--- src/rtl/ahb_arb_dec.sv ---
// AHB arbiter (round-robin, lock, split masking) plus SRAM/default address decoder.
// Define AHB_ARB_FIXED_PRIO_EN to use fixed priority instead of round-robin.
module ahb_arb_dec #(
  parameter int                    NO_OF_MASTERS  = 4,
  parameter int                    ADDR_WIDTH     = 32,
  parameter logic [ADDR_WIDTH-1:0] SRAM_BASE      = '0,
  parameter int                    SRAM_SIZE_LOG2 = 16
) (
  input  logic                             HCLK,
  input  logic                             HRESET,
  input  logic [ADDR_WIDTH-1:0]            HADDR,
  input  logic [1:0]                       HTRANS,
  input  logic                             HREADY,
  input  logic [1:0]                       HRESP,
  input  logic [NO_OF_MASTERS-1:0]         HBUSREQ,
  input  logic [NO_OF_MASTERS-1:0]         HLOCK,
  input  logic [NO_OF_MASTERS-1:0]         HSPLIT,
  output logic [NO_OF_MASTERS-1:0]         HGRANT,
  output logic [$clog2(NO_OF_MASTERS)-1:0] HMASTER,
  output logic                             HMASTLOCK,
  output logic                             HSEL_SRAM,
  output logic                             HSEL_DEFAULT
);

  localparam int          MW = $clog2(NO_OF_MASTERS);
  localparam int unsigned NM = NO_OF_MASTERS;

  logic [NO_OF_MASTERS-1:0] split_mask;
  logic [NO_OF_MASTERS-1:0] split_set;
  logic [NO_OF_MASTERS-1:0] elig;
  logic [MW-1:0]            grant_idx;
  logic [MW-1:0]            next_idx;
  logic                     found;
  logic                     sram_hit;
  logic                     owner_lock;
  logic                     idle_release;
  logic                     lock_hold;
  logic                     rearb;
`ifndef AHB_ARB_FIXED_PRIO_EN
  logic [MW-1:0]            rr_ptr;
  int unsigned              cand;
`endif

  always_comb begin
    sram_hit     = (HADDR[ADDR_WIDTH-1:SRAM_SIZE_LOG2] == SRAM_BASE[ADDR_WIDTH-1:SRAM_SIZE_LOG2]);
    HSEL_SRAM    = !HRESET && sram_hit;
    HSEL_DEFAULT = !HRESET && !sram_hit;
  end

  always_comb begin
    elig     = HBUSREQ & ~split_mask;
    found    = 1'b0;
    next_idx = '0;
`ifdef AHB_ARB_FIXED_PRIO_EN
    for (int unsigned i = 0; i < NM; i++) begin
      if (!found && elig[i[MW-1:0]]) begin
        found    = 1'b1;
        next_idx = i[MW-1:0];
      end
    end
`else
    cand = 0;
    // Scan starts one past the last winner so every requester gets a turn.
    for (int unsigned k = 1; k <= NM; k++) begin
      cand = 32'(rr_ptr) + k;
      if (cand >= NM) cand = cand - NM;
      if (!found && elig[cand[MW-1:0]]) begin
        found    = 1'b1;
        next_idx = cand[MW-1:0];
      end
    end
`endif
  end

  always_comb begin
    owner_lock   = HLOCK[grant_idx];
    // An IDLE owner that has dropped HLOCK gives up the bus without the extra lock cycle.
    idle_release = (HTRANS == 2'b00) && !owner_lock;
    lock_hold    = (HMASTLOCK || owner_lock) && !idle_release;
    rearb        = HREADY && (split_mask[grant_idx] || !lock_hold);
    split_set    = '0;
    if (HRESP == 2'b11 && !HREADY) split_set[HMASTER] = 1'b1;
  end

  always_ff @(posedge HCLK) begin
    if (HRESET) begin
      HGRANT     <= NO_OF_MASTERS'(1);
      grant_idx  <= '0;
      HMASTER    <= '0;
      HMASTLOCK  <= 1'b0;
      split_mask <= '0;
`ifndef AHB_ARB_FIXED_PRIO_EN
      rr_ptr     <= '0;
`endif
    end else begin
      split_mask <= (split_mask | split_set) & ~HSPLIT;
      if (HREADY) begin
        HMASTER   <= grant_idx;
        HMASTLOCK <= owner_lock;
      end
      if (rearb) begin
        if (found) begin
          HGRANT    <= NO_OF_MASTERS'(1) << next_idx;
          grant_idx <= next_idx;
`ifndef AHB_ARB_FIXED_PRIO_EN
          rr_ptr    <= next_idx;
`endif
        end else begin
          HGRANT    <= NO_OF_MASTERS'(1);
          grant_idx <= '0;
        end
      end
    end
  end

endmodule

--- config.mk ---
export PLATFORM = sky130hd
export DESIGN_NAME = ahb_arb_dec
export DESIGN_NICKNAME = d
export VERILOG_FILES = /design/src/rtl/ahb_arb_dec.sv
export SDC_FILE = /design/constraint.sdc
export NUM_CORES = 1
export LEC_CHECK = 0
export ABC_AREA = 1
export CORE_MARGIN = 2
export CORE_UTILIZATION = 42
export DETAILED_ROUTE_END_ITERATION = 10
export GPL_TIMING_DRIVEN = 1
export MAX_ROUTING_LAYER = met4
export PLACE_DENSITY_LB_ADDON = 0.1
export SETUP_SLACK_MARGIN = 0.15
export SYNTH_ARGS = -nofsm -noshare
export SYNTH_HDL_FRONTEND = slang
export SYNTH_SLANG_ARGS = --single-unit
--- constraint.sdc ---
create_clock -name HCLK -period 3.9 [get_ports HCLK]
set_clock_uncertainty 0.2 [all_clocks]
set_input_delay 0.39 -clock HCLK [delete_from_list [all_inputs] [get_ports HCLK]]
set_output_delay 0.39 -clock HCLK [all_outputs]
set_load 0.1 [all_outputs]
# [After elaboration in Yosys (flattened, before gate mapping)]
# Index checks and enable logic that the tools add are counted.
[word_totals] reg_bits=15 out_inout_bits=9
[classes] add_sub_neg=8 n_lt_le_gt_ge=11 bitwise_logic=5 muxes=29 n_shift=1 n_reduce_logical=24 eq_ne=1
[ops] operator="$lt 2x3->1 const B" n=6
[ops] operator="$mux 2" n=9
[ops] operator="$logic_not 16->1" n=1
[ops] operator="$bmux 1 s2" n=6
[ops] operator="$mux 1" n=11
[ops] operator="$logic_and 1x1->1" n=10
[ops] operator="$ge 3x3->1 const B" n=3
[ops] operator="$logic_not 1->1" n=9
[ops] operator="$and 4x4->4" n=2
[ops] operator="$mux 4" n=2
[ops] operator="$not 4->4" n=2
[ops] operator="$sub 2x1->2 const B" n=4
[ops] operator="$add 2x2->3 const B" n=2
[ops] operator="$add 2x3->4 const B" n=1
[ops] operator="$ge 4x3->1 const B" n=1
[ops] operator="$or 4x4->4" n=1
[ops] operator="$shl 1x2->4 const A" n=1
[ops] operator="$add 2x1->3 const B" n=1
[ops] operator="$demux 1 s2" n=1
[ops] operator="$eq 2x2->1 const B" n=1
[ops] operator="$ge 2x1->1 const B" n=1
[ops] operator="$logic_not 2->1" n=1
[ops] operator="$logic_or 1x1->1" n=2
[ops] operator="$reduce_and 2->1" n=1

# [Depth between registers and ports, before layout]
# Gate-level depths: netlist of run 1.
[logic_depth] word_depth=17 depth_mapped=15

# [Worst setup path after synthesis of run 1]
# No wires, ideal clock.
[synth_path] path_kind="input -> output" from="input HADDR[25]" to="output HSEL_SRAM" arrival_time_ps=2450 cell_stages=4 t_required_ps=3310 n_path_buf=0 setup_slack_ps=860 path_cell_list="or4_1 nor4_1 inv_1 nor2_1"
[synth_between] elab_chain_cells=2
[synth_rtl] element="from (decl)" line_no="11" text="input logic [ADDR_WIDTH-1:0] HADDR,"
[synth_rtl] element="$logic_not 16->1" line_no="45" text="sram_hit = (HADDR[ADDR_WIDTH-1:SRAM_SIZE_LOG2] == SRAM_BASE[ADDR_WIDTH-1:SRAM_SIZE_LOG2]);"
[synth_rtl] element="$logic_and 1x1->1" line_no="46" text="HSEL_SRAM = !HRESET && sram_hit;"
[synth_rtl] element="to (decl)" line_no="21" text="output logic HSEL_SRAM,"
# Every way passes these cells.

# [Final worst setup path of run 1]
# Same ends and word-level chain as after synthesis.

==> impl_metrics.env, run 1 <==
export IMPL_status="complete, no violations"
export IMPL_synthAdderAreaFrac_pct=0
export IMPL_route_detailed_drc=0
export IMPL_synth_area_leaders="dfxtp_1 27%, nand2_1 16%, nand3_1 7.2%, nand2_2 6.8%, inv_1 5.1%"
export IMPL_r2r_end="HGRANT[0]"
export IMPL_syn2layout_area_growth_pct=40.8
export IMPL_wirelength_mm=2.63
export IMPL_setup_tns_ns=0
export IMPL_die_width_um=55.3
export IMPL_fin_hold_ws_ns=0.267
export IMPL_ant_nets=0
export IMPL_ys_seq_area_share_pct=27.1
export IMPL_fmax_ghz=0.381
export IMPL_antenna_found_initial=0
export IMPL_core_area_um2=2480
export IMPL_ys_warn_count=0
export IMPL_rsz0062_at_grt="false"
export IMPL_tightest_slew_ns=0.985
export IMPL_numCtsBuffers=3
export IMPL_io_buffers=43
export IMPL_start_kind="input pin"
export IMPL_hpwl_mm=2.25
export IMPL_row_count=18
export IMPL_p_leak_nw=0.645
export IMPL_drtIter0Drc=58
export IMPL_grt_pass1_vias=1141
export IMPL_cp_arrival_ns=2.04
export IMPL_nets=263
export IMPL_worstHoldPathCells=2
export IMPL_clk_pin_slew_ns=0.08
export IMPL_hold_path_class="reg2reg"
export IMPL_start_util_pct=44.7
export IMPL_max_slew_margin_pct=34.1
export IMPL_netlist_area_um2=1110
export IMPL_layout_min_cycle_time_ns=2.63
export IMPL_grt_use_total_pct=18.3
export IMPL_end_kind="output port"
export IMPL_final_layout_size_suffix_gt1_share_pct=16.6
export IMPL_synth_compound_gate_area_share_pct=12.2
export IMPL_p_clk_share_pct=10.2
export IMPL_vias=1190
export IMPL_maxSlewViolCount=0
export IMPL_cts_buffer_depth=2
export IMPL_ir_drop_mv=0.310
export IMPL_internal_power_uw=401
export IMPL_synth_area_per_cell_um2=6.59
export IMPL_setup_viol=0
export IMPL_final_common_cell="nand2_1"
export IMPL_ys_ff_latch=15
export IMPL_power_frac_seq_pct=24.4
export IMPL_vias_per_cell=4.94
export IMPL_synth_top_family_by_area="simple AND/OR/NAND/NOR gates"
export IMPL_die_area_um2=3060
export IMPL_switching_share_pct=53.4
export IMPL_p_sw_uw=459
export IMPL_drv_cap=0
export IMPL_cts_sinks=15
export IMPL_muxShareOfSynthArea_pct=0.904
export IMPL_timing_rr_start="rr_ptr[0]"
export IMPL_p_comb_share_pct=65.4
export IMPL_cts_root_buf="clkbuf_4"
export IMPL_finalHoldViolations=0
export IMPL_synth_simple_gate_area_share_pct=49.9
export IMPL_fp_dieH_um=55.3
export IMPL_post_cts_buffers=0
export IMPL_insertion_delay_ns=0.28
export IMPL_synth_top_cell_area_share_pct=27.1
export IMPL_hold_buffers=0
export IMPL_synth_nets=219
export IMPL_io_pins=60
export IMPL_rrSetupSlack_ns=1.98
export IMPL_power_density_nw_per_um2=551
export IMPL_grt_max_degree=16
export IMPL_crit_type="in2out"
export IMPL_min_to="HGRANT[2]"
export IMPL_synthXorXnorAreaFrac_pct=0
export IMPL_grt_pass1_wl_mm=4.51
export IMPL_post_route_util_pct=62.9
export IMPL_antenna_cells=0
export IMPL_h_tree_depth=1
export IMPL_gp_congestion=0.864
export IMPL_reg2regPathDepth=13
export IMPL_synth_top_area_cell="dfxtp_1"
export IMPL_post_cts_resize_count=0
export IMPL_synth_cell_types=26
export IMPL_hold_path_startpoint="HGRANT[2]"
export IMPL_grt_overflow=0
export IMPL_worst_ep_required_time_ns=3.31
export IMPL_fillerInstances=252
export IMPL_routedWlPerCell_um=10.9
export IMPL_fin_crit_sh_pct=67.4
export IMPL_first_pass_iters=4
export IMPL_finalPower_uw=860
export IMPL_syn_inst=168
export IMPL_crit_fanout=2
export IMPL_layout_common_cells="46 x nand2_1, 41 x clkdlybuf4s50_1, 16 x nand3_1"
export IMPL_tritoncts="yes"
-- worst max-delay path by stage --
| stage | startpoint | endpoint | slack (ns) | depth (start not counted) |
|---|---|---|---|---|
| after global routing | HADDR[25] | HSEL_SRAM | 1.10 | 6 |
| after global placement | HADDR[25] | HSEL_SRAM | 1.30 | 6 |
| after CTS | HADDR[25] | HSEL_SRAM | 1.26 | 6 |
| final | HADDR[25] | HSEL_SRAM | 1.27 | 6 |
| after floorplan | HADDR[25] | HSEL_SRAM | 0.86 | 4 |
| after detailed placement | HADDR[25] | HSEL_SRAM | 1.28 | 6 |
-- metal layers --
layer	wire length, um	up-vias	track usage, %	part of all wire (%)
li1	-	636	-	-
met1	1190	517	21.5	45
met2	1310	33	32.1	50
met3	106	4	2.11	4.0
met4	26	0	6.27	0.99
met5	0	-	-	0
-- critical path, cell delays in order --
cell	delay, ns
clkdlybuf4s50_1	0.39
or4_1	0.51
nor4_1	0.27
inv_1	0.07
nor2_1	0.09
buf_4	0.31
-- Yosys cell counts, drive strengths merged --
| master | n |
|---|---|
| a21oi | 11 |
| mux2i | 1 |
| clkbuf | 2 |
| or4 | 1 |
| dfxtp | 15 |
| nor2 | 18 |
| nor4 | 1 |
| nand4 | 1 |
| a31oi | 4 |
| nand2 | 58 |
| inv | 18 |
| o21ai | 8 |
| nand3 | 22 |
| buf | 2 |
| a21boi | 1 |
| nor3 | 5 |
-- power groups by stage --
stage	Clock, mW	Combinational [mW]	Sequential, mW
2_1_floorplan	0	0.356	0.311
3_3_place_gp	0	0.549	0.212
3_5_place_dp	0	0.562	0.213
4_1_cts	0.0914	0.565	0.210
5_1_grt	0.0975	0.619	0.215
6_report	0.0876	0.563	0.209
-- logic make-up after synthesis --
group,count (synthesis)
and+or+nand+nor,106
muxes,1
AOI/OAI and AO/OA,24
buffers and inverters,22
DFF,15
-- registers in the layout, indices dropped and copies added (netlist names) --
signal      flops
HGRANT          4
split_mask      4
HMASTER         2
grant_idx       2
rr_ptr          2
HMASTLOCK       1
-- cell type report --
type | instances | area [um2] | area share [%]
clock buffer | 3 | 22.5 | 1.44
tap | 30 | 37.5 | 2.41
clock inverter | 1 | 5.00 | 0.321
timing repair buffer | 43 | 425 | 27.3
inverter | 18 | 70.1 | 4.49
sequential | 15 | 300 | 19.3
multi-input combinational | 131 | 698 | 44.8
-- stage by stage --
step,setup slack (ns),area [um2],instances
after global routing,1.10,1560,241
final,1.27,1560,241
after CTS,1.26,1560,241
after detailed placement,1.28,1530,237
after global placement,1.30,1530,237
after floorplan,0.860,1110,168
Power figures use the tool's default switching activity.
==> run 2: changes to the inputs <==
--- a/config.mk
+++ b/config.mk
@@ -7,7 +7,7 @@
 export LEC_CHECK = 0
 export ABC_AREA = 1
 export CORE_MARGIN = 2
-export CORE_UTILIZATION = 42
+export CORE_UTILIZATION = 39
 export DETAILED_ROUTE_END_ITERATION = 10
 export GPL_TIMING_DRIVEN = 1
 export MAX_ROUTING_LAYER = met4
==> constraint.sdc (replaced) <==
create_clock -name HCLK -period 2.5 [get_ports HCLK]
set_clock_uncertainty 0.2 [all_clocks]
set_input_delay 0.25 -clock HCLK [delete_from_list [all_inputs] [get_ports HCLK]]
set_output_delay 0.25 -clock HCLK [all_outputs]
set_load 0.1 [all_outputs]
==> run 2 against run 1 <==
Net effect: count of clock-buffer cells in the layout unchanged; routed wire length increased by 11%; register-to-register slack got worse by 1.4 ns; sequential power increased by 58%; final cell count increased by 0.83%; design area increased by 1.8%; critical path type unchanged; non-clock buffer count increased by 1; via count increased by 5.1%; highest routed layer unchanged; sequential cell count unchanged; global-route usage increased by 0.71 points; critical path depth unchanged.
==> impl_metrics.env, run 2 (synthesis results as in run 1) <==
export IMPL_antenna_found_initial=0
export IMPL_cp_arrival_ns=1.81
export IMPL_grt_max_degree=14
export IMPL_worst_ep_required_time_ns=2.05
export IMPL_start_kind="input pin"
export IMPL_nets=264
export IMPL_setup_tns_ns=0
export IMPL_grt_use_total_pct=19.0
export IMPL_row_count=19
export IMPL_cts_root_buf="clkbuf_4"
export IMPL_p_leak_nw=0.664
export IMPL_final_common_cell="nand2_1"
export IMPL_post_cts_resize_count=0
export IMPL_tightest_slew_ns=0.329
export IMPL_routedWlPerCell_um=12.0
export IMPL_post_cts_buffers=0
export IMPL_fillerInstances=268
export IMPL_cts_sinks=15
export IMPL_max_slew_margin_pct=78.0
export IMPL_core_area_um2=2730
export IMPL_syn2layout_area_growth_pct=43.3
export IMPL_drtIter0Drc=48
export IMPL_register_area_um2=300
export IMPL_power_density_nw_per_um2=851
export IMPL_crit_type="in2out"
export IMPL_hold_path_class="reg2reg"
export IMPL_vias=1251
export IMPL_numCtsBuffers=3
export IMPL_crit_fanout=2
export IMPL_final_layout_size_suffix_gt1_share_pct=21.2
export IMPL_end_kind="output port"
export IMPL_ir_drop_mv=0.481
export IMPL_wirelength_mm=2.91
export IMPL_start_util_pct=40.5
export IMPL_antenna_cells=0
export IMPL_cts_buffer_depth=2
export IMPL_hpwl_mm=2.36
export IMPL_post_route_util_pct=58.0
export IMPL_h_tree_depth=1
export IMPL_reg_top3="HGRANT x4, split_mask x4"
export IMPL_layout_min_cycle_time_ns=2.26
export IMPL_status="complete, no violations"
export IMPL_drv_cap=0
export IMPL_vias_per_cell=5.15
export IMPL_setup_viol=0
export IMPL_io_pins=60
export IMPL_tritoncts="yes"
export IMPL_ant_nets=0
export IMPL_gp_congestion=0.932
export IMPL_rsz0062_at_grt="false"
export IMPL_fp_dieH_um=57.3
export IMPL_grt_overflow=0
export IMPL_maxSlewViolCount=0
export IMPL_clk_pin_slew_ns=0.08
export IMPL_fmax_ghz=0.442
export IMPL_insertion_delay_ns=0.29
export IMPL_multi_input_area_um2=707
export IMPL_grt_pass1_vias=1172
export IMPL_grt_pass1_wl_mm=4.82
export IMPL_route_detailed_drc=0
export IMPL_fin_crit_sh_pct=90.5
export IMPL_die_width_um=57.3
export IMPL_hold_buffers=0
export IMPL_io_buffers=43
export IMPL_first_pass_iters=8
export IMPL_finalHoldViolations=0
export IMPL_die_area_um2=3280
export IMPL_layout_common_cells="46 x nand2_1, 34 x clkdlybuf4s50_1, 16 x nand3_1"
run 2: cell count changes in the layout (fill, tap and decap cells not counted), sizes merged:
cell	change
buf	+8
clkdlybuf4s50	-7
clkinv	-1
clkinvlp	+1
run 2: metrics by stage:
stage | setup WS [ns] | power, mW | instance area, um2 | hold WS, ns | cells
2_1_floorplan | 0.186 | 1.04 | 1110 | 0.127 | 168
3_3_place_gp | 0.228 | 1.19 | 1550 | 0.257 | 239
3_5_place_dp | 0.211 | 1.20 | 1550 | 0.268 | 239
4_1_cts | 0.206 | 1.36 | 1580 | 0.276 | 243
5_1_grt | 0.155 | 1.46 | 1590 | 0.283 | 243
6_report | 0.237 | 1.35 | 1590 | 0.280 | 243
run 2: layer usage:
layer	wire [um]	vias to the layer above	global-route usage, %
li1	-	639	-
met1	1180	568	21.1
met5	0	-	-
met2	1520	40	33.7
met3	183	4	3.63
met4	23	0	6.98
run 2: worst paths after layout:
path                                start            to  slack, ns  depth (start not counted)
worst min-delay path            HGRANT[3]     HGRANT[3]       0.28                          2
worst max-delay path            HADDR[25]     HSEL_SRAM       0.24                          6
worst min register to register  HGRANT[3]     HGRANT[3]       0.28                          2
worst max register to register  rr_ptr[0]  grant_idx[0]       0.56                         11
run 2: where the power goes:
part / switching, mW / leakage (nW) / internal, mW
Clock: 0.0827 / 0.0139 / 0.0609
Sequential: 0.0491 / 0.122 / 0.282
Combinational: 0.596 / 0.528 / 0.279
Total: 0.728 / 0.664 / 0.622
run 2: critical path: stages:
cell and delay (ns):
clkdlybuf4s50_1 0.40, or4_1 0.56, nor4_2 0.20, inv_1 0.08
nor2_2 0.13, buf_12 0.19
run 2: area by class of cell:
class | count | share of cell area, %
multi-input cells | 131 | 44.6
repair buffers | 44 | 27.8
well taps | 31 | 2.44
clock buffers | 3 | 1.42
flip-flops and latches | 15 | 18.9
inverters | 18 | 4.42
clock inverters | 1 | 0.473
